$ cat config.mk
export PLATFORM = sky130hd
export DESIGN_NAME = serial_subtractor_ctrl
export DESIGN_NICKNAME = d
export VERILOG_FILES = /design/src/rtl/serial_subtractor_ctrl.sv
export SDC_FILE = /design/constraint.sdc
export NUM_CORES = 1
export LEC_CHECK = 0
export CAP_MARGIN = 0
export CORE_MARGIN = 2
export CORE_UTILIZATION = 50
export DETAILED_ROUTE_END_ITERATION = 6
export PLACE_DENSITY_LB_ADDON = 0.12
export SKIP_LAST_GASP = 1
export SLEW_MARGIN = 20
export SYNTH_ARGS = -nofsm -noshare
export SYNTH_HDL_FRONTEND = slang
export SYNTH_SLANG_ARGS = --single-unit
$ cat constraint.sdc
create_clock -name clk -period 2.1 [get_ports clk]
set_clock_uncertainty 0.15 [all_clocks]
set_input_delay 0.42 -clock clk [delete_from_list [all_inputs] [get_ports clk]]
set_output_delay 0.42 -clock clk [all_outputs]
set_load 0.02 [all_outputs]
$ cat src/rtl/serial_subtractor_ctrl.sv
// Bit-serial subtractor D = A - B: one full-subtractor cell reused for WIDTH cycles, LSB first.
// Optional signed-overflow output V is built when SERIAL_SUB_OVF_EN is defined.
module serial_subtractor_ctrl #(
  parameter int WIDTH = 8
) (
  input  logic             clk,
  input  logic             rst,
  input  logic             start,
  input  logic [WIDTH-1:0] A,
  input  logic [WIDTH-1:0] B,
  output logic             busy,
  output logic             done,
  output logic [WIDTH-1:0] D,
  output logic             Bout
`ifdef SERIAL_SUB_OVF_EN
  ,
  output logic             V
`endif
);

  localparam int CW = (WIDTH > 2) ? $clog2(WIDTH) : 1;
  localparam logic [CW-1:0] LAST = CW'(WIDTH - 1);

  typedef enum logic [1:0] {
    S_IDLE = 2'd0,
    S_RUN  = 2'd1,
    S_DONE = 2'd2
  } state_t;

  state_t state, state_next;

  logic [WIDTH-1:0] sa;
  logic [WIDTH-1:0] sb;
  logic [WIDTH-1:0] res;
  logic             br;
  logic [CW-1:0]    cnt;

  logic cell_a, cell_b, cell_d, cell_bo, last_bit;

  assign cell_a   = sa[0];
  assign cell_b   = sb[0];
  assign cell_d   = cell_a ^ cell_b ^ br;
  assign cell_bo  = (~cell_a & cell_b) | (~(cell_a ^ cell_b) & br);
  assign last_bit = (cnt == LAST);

  always_ff @(posedge clk) begin
    if (rst) state <= S_IDLE;
    else     state <= state_next;
  end

  always_comb begin
    state_next = state;
    busy       = 1'b0;
    done       = 1'b0;
    case (state)
      S_IDLE: if (start) state_next = S_RUN;
      S_RUN: begin
        busy = 1'b1;
        if (last_bit) state_next = S_DONE;
      end
      S_DONE: begin
        busy       = 1'b1;
        done       = 1'b1;
        state_next = S_IDLE;
      end
      default: state_next = S_IDLE;
    endcase
  end

  // On the final slice the operand LSBs are the captured MSBs, so the cell inputs feed V directly.
  always_ff @(posedge clk) begin
    if (rst) begin
      sa   <= '0;
      sb   <= '0;
      res  <= '0;
      br   <= 1'b0;
      cnt  <= '0;
      D    <= '0;
      Bout <= 1'b0;
`ifdef SERIAL_SUB_OVF_EN
      V    <= 1'b0;
`endif
    end else begin
      case (state)
        S_IDLE: begin
          if (start) begin
            sa  <= A;
            sb  <= B;
            res <= '0;
            br  <= 1'b0;
            cnt <= '0;
          end
        end
        S_RUN: begin
          sa  <= sa >> 1;
          sb  <= sb >> 1;
          res <= {cell_d, res[WIDTH-1:1]};
          br  <= cell_bo;
          cnt <= cnt + CW'(1);
          if (last_bit) begin
            D    <= {cell_d, res[WIDTH-1:1]};
            Bout <= cell_bo;
`ifdef SERIAL_SUB_OVF_EN
            V    <= (cell_a != cell_b) && (cell_d != cell_a);
`endif
          end
        end
        default: ;
      endcase
    end
  end

endmodule

==> results.toml, run 1 <==
[sta]
fin_crit_ps = 1950
setup_viol = 0
drv_slew = 0
whs_ps = 311
post-route-period-util_pct = 92.7
setup_ws_ps = 154
hold_violations = 0
fmax_ghz = 0.514
max_slew_margin_pct = 74.9
tns_ps = 0
worstMarginPinSlew_ps = 377
rsz0062_at_grt = "no"

[synthesis]
avgSynthCellArea_sq_um = 10.0
synth_commonest_cells = "38 x dfxtp_1, 23 x nand2_1, 15 x mux2i_1"
synth_edf_count = 0
netlist_area_sq_um = 1770
ys_seq_elements = 38
synth_most_common_cell = "dfxtp_1"
syn-num-nets = 202
synth.distinct_cells = 26
yosysTopAreaCell = "dfxtp_1"
synthCells = 177
yosysWarnings = 0
seq_area_frac_synth_pct = 42.9
ys_async_sr_fraction_pct = 0
synth_top_cell_area_share_pct = 42.9
synthFlopType = "dfxtp_1"
synthTopCellsByArea = "dfxtp_1 43%, a211oi_2 9.9%, mux2i_1 8.5%"

[run_status]
status = "finished clean"

[critical_path]
cp_max_fo = 3
critPathLaunchType = "register"
critPathTopFamily = "buffers and inverters"
critPathRequiredTime_ps = 1530
slowest_stage = "dfxtp_1"
path_class = "reg2out"
arrival_ps = 1380
worst-path-buf-inv = 2
worst_setup_path_end_kind = "primary output"
crit_chain = "inv_1, ha_1, dlygate4sd2_1"
max_stage_delay_ps = 370

[layout]
nets = 230
antenna_cells = 0
drive_gt1_share_pct = 21.0
final_cells = 251
fin_util_pct = 64.3
area_delta_synth_final_pct = 22.0

[global_route]
antenna_found_initial = 0
grt_use_total_pct = 18.4
grt_pass1_vias = 1359
grt_overflow_total = 0
grt_max_degree = 39
grt_pass1_wl_um = 5800

[floorplanning]
initial_core_util_pct = 52.7
ios = 30
die_w_um = 63.5
row_count = 21
core-area_sq_um = 3360
die_h_um = 63.5
design.die.area_sq_um = 4040

[placement]
io_buffers = 29
numPlacedInstances = 244
gp_congestion = 0.731
dp_slack_ps = 136
hpwl_um = 2350

[clock_tree]
cts_tree = "built"
path_clk_slew_ps = 110
cts-root-buf = "clkbuf_4"
clk_latency_ps = 340
postCtsSetupBuffers = 0
ctsLongestPathBuffers = 2
htree_levels = 2
numClockSinks = 38
numCtsBuffers = 5

[drt]
drt-wirelength-per-cell_um = 13.1
drtIter0Drc = 50
drtPass1Iterations = 4
drtAntennaViolNets = 0
routed_via_density = 5.39
drc_errors = 0
drt_wl_total_um = 3290
vias = 1353

[min_path]
hold_path.class = "reg2reg"

[power_and_ir_drop]
irDropWorstVdd_v = 0.000702
leakagePower_uw = 0.000786
powerDensity_nw_per_um2 = 739

[job]
max_cap_viol_count = 0
-- sequential cells by signal (all words and copies together), names as in the netlist --
register / count
Bout: 1
D: 8
br: 1
cnt: 3
res: 7
sa: 8
sb: 8
state: 2
-- cells by family after synthesis --
kind of cell	count (synthesis)	share of synthesized area (%)
buf+inv	19	7.27
simple gates	56	15.3
compound gates	41	19.9
fa+ha+maj	6	4.66
mux	17	9.95
flops	38	42.9
-- worst paths after layout --
kind,cells after the start,endpoint,from,slack (ps)
worst max-delay path,3,busy,state[0]$_SDFFE_PP0P_,150
worst min-delay path,2,D[4]$_SDFFE_PP0P_,D[4]$_SDFFE_PP0P_,310
worst max register to register,6,Bout$_SDFFE_PP0P_,state[1]$_SDFFE_PP0P_,370
worst min register to register,2,D[4]$_SDFFE_PP0P_,D[4]$_SDFFE_PP0P_,310
-- routing by layer --
metal / vias up / track usage [%] / share of wire [%]
met3: 8 / 4.46 / 4.6
met1: 635 / 19.9 / 44
met5: - / 0 / 0
li1: 679 / - / -
met4: 0 / 8.15 / 1.9
met2: 31 / 33.6 / 50
-- per-stage QoR --
step           area [sq um]  power (uW)
2_1_floorplan          1770        1040
3_3_place_gp           2080        1100
3_5_place_dp           2080        1110
4_1_cts                2160        1620
5_1_grt                2160        1680
6_report               2160        1600
-- cell type report --
cell class,instances,area (sq um)
well taps,46,57.6
clock inverters,1,30.0
clock buffers,6,51.3
flip-flops and latches,38,761
inverters,5,18.8
fillers,304,1200
repair buffers,35,362
multi-input cells,120,883
-- report_power, final --
part | switching, uW | leakage (uW) | internal (uW) | total (uW)
Combinational | 156 | 0.000431 | 144 | 300
Sequential | 28.0 | 0.000310 | 761 | 789
Clock | 232 | 0.0000443 | 277 | 509
Total | 415 | 0.000786 | 1180 | 1600
-- what timing repair did --
action                                 CTS  global route
hold buffers                             0             0
gates cloned                             0             0
gates resized for setup                  1             1
endpoints found under the hold margin    0             0
setup endpoints to repair                1             1
-- worst min-delay path: cells and delay by family, from the launching register on --
family          cells  cell delay [ps]
compound gates      1               50
flops               1              320
simple gates        1               50
-- cells in the final DEF (no fill, tap or decap), types with 9 or more instances in the layout --
master / n
a211oi_2: 14
dfxtp_1: 38
nand2_1: 23
nor2_1: 10
nor2_2: 14
a32oi_1: 9
a21oi_1: 14
clkdlybuf4s50_1: 27
mux2i_1: 15
Note: power is estimated with default switching activity, not from simulation.
==> run 2, diff against run 1 <==
Settings changed: CORE_MARGIN 2 to default, CTS_CLUSTER_DIAMETER from default to 150.
==> results.toml, run 2 (synthesized netlist as in run 1, its figures left out) <==
[critical_path]
ff2ff_setup_slack_ps = 240
worstRegToRegCells = 5
path_class = "reg2out"
cp_max_fo = 3
timing.rr.start = "state[1]$_SDFFE_PP0P_"
worst_setup_path_end_kind = "primary output"
arrival_ps = 1390
critPathRequiredTime_ps = 1530
critPathLaunchType = "register"
r2r-end = "sb[4]$_SDFFE_PP0P_"

[run_status]
status = "finished clean"

[sta]
tns_ps = 0
max_slew_margin_pct = 69.5
setup_viol = 0
post-route-period-util_pct = 93.3
drv_slew = 0
worstMarginPinSlew_ps = 457
fmax_ghz = 0.510
fin_crit_ps = 1960
whs_ps = 312
rsz0062_at_grt = "no"
hold_violations = 0

[clock_tree]
numClockSinks = 38
numCtsBuffers = 5
postCtsSetupBuffers = 0
htree_levels = 2
ctsLongestPathBuffers = 2
cts-root-buf = "clkbuf_4"
cts_tree = "built"
clk_latency_ps = 340
path_clk_slew_ps = 100

[global_route]
grt_overflow_total = 0
grt_pass1_wl_um = 5080
grt_pass1_vias = 1251
grt_max_degree = 39
grt_use_total_pct = 18.6
antenna_found_initial = 0

[drt]
vias = 1333
drtAntennaViolNets = 0
drc_errors = 0
drtIter0Drc = 27
drt-wirelength-per-cell_um = 12.8
routed_via_density = 5.33
drtPass1Iterations = 4
drt_wl_total_um = 3210

[layout]
seq_area_sq_um = 761
mostFrequentLayoutCells = "38 x dfxtp_1, 27 x clkdlybuf4s50_1, 23 x nand2_1"
area_delta_synth_final_pct = 19.1
nets = 228
multi_input_area_sq_um = 883
largest_registers = "D x8, sa x8, sb x8"
fillers = 313
antenna_cells = 0
drive_gt1_share_pct = 20.1
final_common_cell = "dfxtp_1"

[placement]
io_buffers = 29
gp_congestion = 0.751
hpwl_um = 2260

[min_path]
hold_path.class = "reg2reg"
holdPathEnd = "sa[7]$_SDFFE_PP0P_"
hold_depth = 2
hold_start = "sa[7]$_SDFFE_PP0P_"

[floorplanning]
die_h_um = 61.5
design.die.area_sq_um = 3790
row_count = 21
initial_core_util_pct = 52.7
ios = 30
die_w_um = 61.5
core-area_sq_um = 3360

[power_and_ir_drop]
powerDensity_nw_per_um2 = 693
leakagePower_uw = 0.000749
finalPower_uw = 1460
irDropWorstVdd_v = 0.000358

[job]
max_cap_viol_count = 0
==> run 2: worst max-delay path: stages (launching register included) <==
cell	delay, ps
dfxtp_1	380
inv_1	90
ha_1	280
dlygate4sd2_1	320
==> run 2: worst max path at each step <==
| stage | startpoint | end | depth (start not counted) |
|---|---|---|---|
| global placement | start | sb[7]$_SDFFE_PP0P_ | 4 |
| detailed placement | start | sb[4]$_SDFFE_PP0P_ | 4 |
| floorplan | state[1]$_SDFFE_PP0P_ | sa[0]$_SDFFE_PP0P_ | 7 |
| global route | state[1]$_SDFFE_PP0P_ | sa[1]$_SDFFE_PP0P_ | 5 |
| finish | state[0]$_SDFFE_PP0P_ | busy | 3 |
| CTS | state[0]$_SDFFE_PP0P_ | busy | 3 |
==> run 2: area by class of cell <==
class                   count  share of cell area, %
clock inverters             1                  0.237
multi-input cells         120                   41.8
clock buffers               7                   2.61
well taps                  46                   2.73
inverters                   5                  0.889
flip-flops and latches     38                   36.0
repair buffers             33                   15.6
==> run 2: report_power, final <==
group / internal [uW] / leakage [uW] / total, uW / switching [uW]
clock network: 162 / 0.0000353 / 387 / 225
registers: 761 / 0.000310 / 788 / 27.0
logic: 134 / 0.000403 / 288 / 154
total: 1060 / 0.000749 / 1460 / 406
==> run 2: through the flow <==
stage          instances  instance area [sq um]  setup slack (ps)  util, %
2_1_floorplan        177                   1770               545        -
3_3_place_gp         242                   2050               135     61.0
3_5_place_dp         242                   2050              65.4     61.0
4_1_cts              250                   2110               117     62.8
5_1_grt              250                   2110              60.9     62.8
6_report             250                   2110               140     62.8
==> run 2: layer usage <==
metal | part of all wire (%) | routed length [um] | global-route usage (%) | vias to the layer above
met5 | 0 | 0 | 0 | -
met4 | 1.8 | 59 | 9.84 | 0
met3 | 4.7 | 152 | 5.25 | 9
met2 | 50 | 1610 | 31.6 | 26
met1 | 43 | 1390 | 21.1 | 627
li1 | - | - | - | 671
==> run 2: timing repair <==
| item | 4_1_cts | 5_1_grt |
|---|---|---|
| hold buffers | 0 | 0 |
| endpoints found under the setup margin | 2 | 0 |
| resized for setup | 2 | 0 |
